$ cat config.mk
export PLATFORM = sky130hd
export DESIGN_NAME = amiga_reset_ctl_flat
export DESIGN_NICKNAME = d
export VERILOG_FILES = /design/src/rtl/amiga_reset_pkg.sv /design/src/rtl/amiga_reset_ctl_if.sv /design/src/rtl/amiga_sync2.sv /design/src/rtl/amiga_reset_ctl.sv /design/src/flat_wrapper.sv
export SDC_FILE = /design/constraint.sdc
export NUM_CORES = 1
export LEC_CHECK = 0
export CAP_MARGIN = 20
export CORE_MARGIN = 4
export CORE_UTILIZATION = 30
export CTS_CLUSTER_DIAMETER = 100
export DETAILED_ROUTE_END_ITERATION = 7
export HOLD_SLACK_MARGIN = 0.1
export PLACE_DENSITY = 0.52
export SETUP_SLACK_MARGIN = 0.2
export SKIP_LAST_GASP = 1
export SYNTH_ARGS = -nofsm -noshare
export SYNTH_HDL_FRONTEND = slang
export SYNTH_SLANG_ARGS = --single-unit
$ cat constraint.sdc
create_clock -name CLK -period 3.6 [get_ports CLK]
set_input_delay 0.9 -clock CLK [delete_from_list [all_inputs] [get_ports CLK]]
set_output_delay 0.9 -clock CLK [all_outputs]
set_load 0.02 [all_outputs]
$ cat src/rtl/amiga_reset_pkg.sv
// Shared state encoding and default cycle constants for the Amiga reset controller.
// Defaults assume the 28.63636 MHz master clock.
package amiga_reset_pkg;

    typedef enum logic [1:0] {
        ST_POWERUP = 2'd0,
        ST_RUN     = 2'd1,
        ST_KBD_LOW = 2'd2,
        ST_ASSERT  = 2'd3
    } rst_state_e;

    // 500 ms of keyboard clock held low
    localparam int DEF_KBD_HOLD_CYCLES    = 14318180;
    // 100 ms minimum reset drive
    localparam int DEF_RESET_PULSE_CYCLES = 2863636;

endpackage

$ cat src/rtl/amiga_reset_ctl_if.sv
// Board-side signals of the reset controller: keyboard clock, shared _RST sense, drive/status outputs.
// The controller takes the slave view; the board (or bench) takes the master view.
interface amiga_reset_ctl_if;

    logic KCLK;
    logic _RST_SENSE;
    logic RST_DRV;
    logic HLT_DRV;
    logic RESET_ACTIVE;
    logic KBD_RESET_EVT;
    logic CPU_RESET_SEEN;

    modport master (
        output KCLK,
        output _RST_SENSE,
        input  RST_DRV,
        input  HLT_DRV,
        input  RESET_ACTIVE,
        input  KBD_RESET_EVT,
        input  CPU_RESET_SEEN
    );

    modport slave (
        input  KCLK,
        input  _RST_SENSE,
        output RST_DRV,
        output HLT_DRV,
        output RESET_ACTIVE,
        output KBD_RESET_EVT,
        output CPU_RESET_SEEN
    );

endinterface

$ cat src/rtl/amiga_sync2.sv
// Two-flop synchronizer for an asynchronous level; input sampled at edge n is visible after edge n+1.
// Both flops preset to 1 (idle/released level of the lines it serves).
module amiga_sync2 (
    input  logic clk_i,
    input  logic rst_i,
    input  logic d_i,
    output logic q_o
);

    logic meta_q;
    logic sync_q;

    always_ff @(posedge clk_i) begin
        if (rst_i) begin
            meta_q <= 1'b1;
            sync_q <= 1'b1;
        end else begin
            meta_q <= d_i;
            sync_q <= meta_q;
        end
    end

    assign q_o = sync_q;

endmodule

$ cat src/rtl/amiga_reset_ctl.sv
// Amiga reset controller: power-up reset pulse, keyboard long-press reset, external _RST detection.
// Drive outputs decode directly from state; event pulses are registered one-cycle strobes.
module amiga_reset_ctl
    import amiga_reset_pkg::*;
#(
    parameter int KBD_HOLD_CYCLES    = DEF_KBD_HOLD_CYCLES,
    parameter int RESET_PULSE_CYCLES = DEF_RESET_PULSE_CYCLES
) (
    input  logic             CLK,
    input  logic             RST,
    amiga_reset_ctl_if.slave bus
);

    localparam int HW = $clog2(KBD_HOLD_CYCLES + 1);
    localparam int PW = $clog2(RESET_PULSE_CYCLES + 1);

    localparam logic [HW-1:0] HOLD_TC    = HW'(KBD_HOLD_CYCLES);
    localparam logic [HW-1:0] HOLD_LAST  = HW'(KBD_HOLD_CYCLES - 1);
    localparam logic [PW-1:0] PULSE_TC   = PW'(RESET_PULSE_CYCLES);
    localparam logic [PW-1:0] PULSE_LAST = PW'(RESET_PULSE_CYCLES - 1);

    rst_state_e    state_q, state_d;
    logic [HW-1:0] hold_q, hold_d;
    logic [PW-1:0] pulse_q, pulse_d;
    logic          kbd_evt_q, kbd_evt_d;
    logic          seen_q, seen_d;
    logic          rs_prev_q;

    logic          kclk_s;
    logic          rsense_s;
    logic          drv;
    logic [HW-1:0] hold_inc;
    logic [PW-1:0] pulse_inc;
    logic          pulse_done;

    amiga_sync2 u_sync_kclk (
        .clk_i (CLK),
        .rst_i (RST),
        .d_i   (bus.KCLK),
        .q_o   (kclk_s)
    );

    amiga_sync2 u_sync_rsense (
        .clk_i (CLK),
        .rst_i (RST),
        .d_i   (bus._RST_SENSE),
        .q_o   (rsense_s)
    );

    assign hold_inc   = (hold_q == HOLD_TC) ? hold_q : hold_q + 1'b1;
    assign pulse_inc  = (pulse_q == PULSE_TC) ? pulse_q : pulse_q + 1'b1;
    // The edge that would make the count reach its target is the edge that completes it
    assign pulse_done = (pulse_q >= PULSE_LAST);

    always_comb begin
        state_d   = state_q;
        hold_d    = hold_q;
        pulse_d   = pulse_inc;
        kbd_evt_d = 1'b0;

        case (state_q)
            ST_POWERUP: begin
                hold_d = '0;
                if (pulse_done) begin
                    state_d = ST_RUN;
                    pulse_d = '0;
                end
            end

            ST_RUN: begin
                hold_d  = '0;
                pulse_d = '0;
                if (!kclk_s) begin
                    if (KBD_HOLD_CYCLES == 1) begin
                        state_d   = ST_ASSERT;
                        kbd_evt_d = 1'b1;
                    end else begin
                        state_d = ST_KBD_LOW;
                        hold_d  = HW'(1);
                    end
                end
            end

            ST_KBD_LOW: begin
                pulse_d = '0;
                if (kclk_s) begin
                    state_d = ST_RUN;
                    hold_d  = '0;
                end else if (hold_q >= HOLD_LAST) begin
                    state_d   = ST_ASSERT;
                    hold_d    = '0;
                    kbd_evt_d = 1'b1;
                end else begin
                    hold_d = hold_inc;
                end
            end

            ST_ASSERT: begin
                hold_d = '0;
                if (pulse_done && kclk_s) begin
                    state_d = ST_RUN;
                    pulse_d = '0;
                end
            end

            default: begin
                state_d = ST_POWERUP;
                hold_d  = '0;
                pulse_d = '0;
            end
        endcase
    end

    // Only a falling _RST we are not driving ourselves counts as an external reset
    assign seen_d = ((state_q == ST_RUN) || (state_q == ST_KBD_LOW)) && !drv
                    && rs_prev_q && !rsense_s;

    always_ff @(posedge CLK) begin
        if (RST) begin
            state_q   <= ST_POWERUP;
            hold_q    <= '0;
            pulse_q   <= '0;
            kbd_evt_q <= 1'b0;
            seen_q    <= 1'b0;
            rs_prev_q <= 1'b1;
        end else begin
            state_q   <= state_d;
            hold_q    <= hold_d;
            pulse_q   <= pulse_d;
            kbd_evt_q <= kbd_evt_d;
            seen_q    <= seen_d;
            rs_prev_q <= rsense_s;
        end
    end

    assign drv = (state_q == ST_POWERUP) || (state_q == ST_ASSERT);

    assign bus.RST_DRV        = drv;
    assign bus.HLT_DRV        = drv;
    assign bus.RESET_ACTIVE   = (state_q != ST_RUN);
    assign bus.KBD_RESET_EVT  = kbd_evt_q;
    assign bus.CPU_RESET_SEEN = seen_q;

endmodule

$ cat src/flat_wrapper.sv
// flat-port wrapper written by rule: the top's interface ports become plain ports
module amiga_reset_ctl_flat import amiga_reset_pkg::*;
#(
    parameter int KBD_HOLD_CYCLES    = DEF_KBD_HOLD_CYCLES,
    parameter int RESET_PULSE_CYCLES = DEF_RESET_PULSE_CYCLES
)
  (CLK, RST, bus_KCLK, bus__RST_SENSE, bus_RST_DRV, bus_HLT_DRV, bus_RESET_ACTIVE, bus_KBD_RESET_EVT, bus_CPU_RESET_SEEN);
  amiga_reset_ctl_if bus_i ();
  input  logic CLK;
  input  logic RST;
  input wire logic [$bits(bus_i.KCLK)-1:0] bus_KCLK;
  input wire logic [$bits(bus_i._RST_SENSE)-1:0] bus__RST_SENSE;
  output wire logic [$bits(bus_i.RST_DRV)-1:0] bus_RST_DRV;
  output wire logic [$bits(bus_i.HLT_DRV)-1:0] bus_HLT_DRV;
  output wire logic [$bits(bus_i.RESET_ACTIVE)-1:0] bus_RESET_ACTIVE;
  output wire logic [$bits(bus_i.KBD_RESET_EVT)-1:0] bus_KBD_RESET_EVT;
  output wire logic [$bits(bus_i.CPU_RESET_SEEN)-1:0] bus_CPU_RESET_SEEN;
  assign bus_i.KCLK = bus_KCLK;
  assign bus_i._RST_SENSE = bus__RST_SENSE;
  assign bus_RST_DRV = bus_i.RST_DRV;
  assign bus_HLT_DRV = bus_i.HLT_DRV;
  assign bus_RESET_ACTIVE = bus_i.RESET_ACTIVE;
  assign bus_KBD_RESET_EVT = bus_i.KBD_RESET_EVT;
  assign bus_CPU_RESET_SEEN = bus_i.CPU_RESET_SEEN;
  amiga_reset_ctl #(.KBD_HOLD_CYCLES(KBD_HOLD_CYCLES), .RESET_PULSE_CYCLES(RESET_PULSE_CYCLES)) u_core (.CLK(CLK), .RST(RST), .bus(bus_i));
endmodule
==> results.rst <==
.. list-table::
   :header-rows: 1

   * - Metric
     - Value
   * - Post-detailed-route count of antenna-violating nets
     - 0
   * - Most common flop cell mapped by yosys
     - sky130_fd_sc_hd__dfxtp_1
   * - Mean cell area of the mapped netlist
     - between 8 and 9 um2
   * - Total number of vias
     - 1984
   * - Post-Route Setup TNS
     - 0 ps
   * - Routability cong.
     - 0.773
   * - Syn_nets
     - 322
   * - IR Drop Worst-Case VDD
     - 150 uV
   * - Post-CTS sizing
     - 0
   * - First-pass GRT wire length
     - around 8700 um
   * - Launch point of the critical path
     - u_core.state_q[0]
   * - Most frequent standard cell in the layout excluding fill and tap cells
     - sky130_fd_sc_hd__nor2_1
   * - Req. time, crit path
     - 2700 ps
   * - Fraction of registers with async set or reset after synthesis
     - 0%
   * - Fin Clk Skew
     - 6.58 ps
   * - Top-level port count
     - 9
   * - Port-buffer cells
     - 8
   * - Buffer count from post-CTS setup fixing
     - 0
   * - Final setup violation count
     - 0
   * - Total power per unit cell area
     - 351 mW/mm2
   * - Share of layout cells above drive strength 1
     - under 10%
   * - Number of instances in the placed design
     - approximately 410
   * - RSZ-0062 raised after global routing
     - false
   * - Post-synthesis instance area
     - 0.00263 mm2
   * - Fmax
     - between 300 and 400 MHz
   * - Count of warnings emitted by yosys
     - 0
   * - Flip-flop and latch count after synthesis
     - 55
   * - Number of cells produced by synthesis
     - just over 300
   * - Area of the core
     - roughly 0.0084 mm2
   * - Final wirelength
     - approximately 4800 um
   * - Number of enable-type register cells in the synthesized netlist
     - 0
   * - Yosys cell types
     - 46
   * - Count of placed standard cells in the final layout, fillers left out
     - roughly 420
   * - Reg-to-reg slack, setup
     - approximately 1100 ps
   * - Number of hold buffers added after CTS
     - 0
   * - DRC violation count after routing
     - 0
   * - Initial core utilization
     - about a third
   * - First DRT Iteration DRCs
     - 63
   * - Area growth, synth to finish
     - 10.2%
   * - Maximum number of pins on one net before global-route repair
     - 23
   * - WS Path Type
     - reg -> out
   * - Gr ovfl total
     - 0
   * - Launching element type of the critical path
     - register
   * - Clock period minus final worst setup slack
     - between 2000 and 3000 ps
   * - Start point of the worst min-delay path
     - u_core.u_sync_rsense.meta_q
   * - Number of diodes
     - 0
   * - Worst-margin pin slew
     - 840 ps
   * - Row Count
     - 33
   * - Global Route Usage Sum
     - 10.4%
   * - Buffers from clock root to sink, at most
     - 2
   * - Lkg Pwr
     - 0.913 nW
   * - DIE WIDTH
     - around 100 um
   * - Via count of the first global-routing pass
     - approximately 1900
   * - Half-perimeter wire length after placement
     - roughly 3500 um
   * - Number of vias per cell after detailed routing
     - around 4.7
   * - Commonest non-fill, non-tap cells in the layout
     - sky130_fd_sc_hd__nor2_1 (65), sky130_fd_sc_hd__dfxtp_1 (55), sky130_fd_sc_hd__nand2_1 (21), sky130_fd_sc_hd__xor2_1 (20), sky130_fd_sc_hd__xnor2_1 (20)
   * - Count of pins over their slew limit
     - 0
   * - Data arrival time of the critical path
     - about 1800 ps
   * - Sink count of the clock tree
     - 55
   * - Clock latency on the worst-skew pair
     - ~300 ps
   * - Library cell used as clock root buffer
     - sky130_fd_sc_hd__clkbuf_8
   * - Run status
     - finished clean
   * - Final net count
     - between 300 and 400
   * - CTS tree
     - yes
   * - Deepest level of the CTS H-tree
     - 2
   * - Die area
     - 0.0103 mm2
   * - Sum of internal, switching and leakage power
     - just over 0.001 W
   * - RR Startpoint
     - u_core.hold_q[0]
   * - Detailed-router iteration count before antenna repair
     - 5
   * - Hold Violations, Final
     - 0
   * - Routed wirelength normalized by instance count
     - 11.4 um
   * - Fin crit share
     - 75.7%
   * - Class of the most critical hold timing path
     - reg -> reg
   * - Antenna violations before repair
     - 0
   * - Fraction of the yosys area taken by sequential cells
     - between 40% and 50%
   * - Type of destination of the critical path
     - output pin
   * - Relative slew slack
     - a little over two fifths
   * - Total clock buffers created by CTS
     - 5
   * - Die Height
     - between 100 and 150 um
   * - Clk pin slew, worst setup/hold paths
     - roughly 100 ps
   * - MaxCap Viol Count
     - 0
   * - Largest fanout on the critical path
     - 4
[cells in the mapped netlist (4+ instances only)]
library cell / number / area share (%)
sky130_fd_sc_hd__dfxtp_1: 55 / 42
sky130_fd_sc_hd__nor2_1: 65 / 9.3
sky130_fd_sc_hd__nand4_1: 14 / 3.3
sky130_fd_sc_hd__or2_2: 6 / 1.4
sky130_fd_sc_hd__nand2_1: 21 / 3.0
sky130_fd_sc_hd__ha_1: 9 / 4.3
sky130_fd_sc_hd__inv_1: 16 / 2.3
sky130_fd_sc_hd__clkbuf_1: 6 / 0.86
sky130_fd_sc_hd__nand3_1: 16 / 3.0
sky130_fd_sc_hd__nor4_1: 4 / 0.95
sky130_fd_sc_hd__xor2_1: 20 / 6.7
sky130_fd_sc_hd__nor3_1: 6 / 1.1
sky130_fd_sc_hd__xnor2_1: 20 / 6.7
sky130_fd_sc_hd__a21oi_1: 6 / 1.1
[power breakdown]
part,switching [W],total [W],internal (W)
combinational,0.0000351,0.0000612,0.0000261
clock,0.000198,0.000334,0.000136
sequential,0.00000651,0.000622,0.000616
[critical path, stage by stage, from the launching register on]
cell and delay, ps:
sky130_fd_sc_hd__dfxtp_1 370, sky130_fd_sc_hd__inv_1 100, sky130_fd_sc_hd__ha_1 360, sky130_fd_sc_hd__inv_1 90
sky130_fd_sc_hd__clkdlybuf4s50_1 600
[registers in the layout (all words and copies together) (netlist names)]
signal	cells
u_core.hold_q	24
u_core.pulse_q	22
u_core.state_q	2
u_core.bus.CPU_RESET_SEEN	1
u_core.bus.KBD_RESET_EVT	1
u_core.rs_prev_q	1
u_core.u_sync_kclk.meta_q	1
u_core.u_sync_kclk.q_o	1
u_core.u_sync_rsense.meta_q	1
u_core.u_sync_rsense.q_o	1
[area by class of cell]
cell class              instances  area, um2
fillers                       879       5480
multi-input cells             229       1430
flip-flops and latches         55       1100
well taps                     105        131
repair buffers                  9       87.6
clock buffers                   5       68.8
inverters                      16       60.1
clock inverters                 3       20.0
[worst paths after layout]
check                                                 to  cells past startpoint
worst min-delay path            u_core.u_sync_rsense.q_o                      1
worst max-delay path                         bus_HLT_DRV                      4
worst min register to register  u_core.u_sync_rsense.q_o                      1
worst max register to register          u_core.hold_q[5]                      7
[metrics by stage]
step | setup WS [ps] | utilization, % | hold slack [ps] | instance area (um2)
finish | 874 | 34.6 | 421 | 2900
global route | 637 | 34.6 | 446 | 2900
CTS | 832 | 34.6 | 422 | 2900
detailed placement | 862 | 33.5 | 396 | 2810
global placement | 938 | 33.5 | 393 | 2810
floorplan | 1450 | - | 389 | 2630
[routing by layer]
metal  vias to the layer above  GRT usage (%)  wire length (um)
met3                         5           2.34                92
met2                        18           16.3              2060
li1                       1056              -                 -
met1                       905           13.9              2580
met5                         -              0                 0
met4                         0           4.19                70
[cell families after synthesis]
family | after synthesis | synth area share [%]
simple gates | 155 | 29.5
fa+ha+maj | 9 | 4.28
buf+inv | 25 | 3.81
xor+xnor | 40 | 13.3
mux | 1 | 0.381
flops | 55 | 41.9
compound gates | 24 | 6.80
Note: power is estimated with default switching activity, not from simulation.
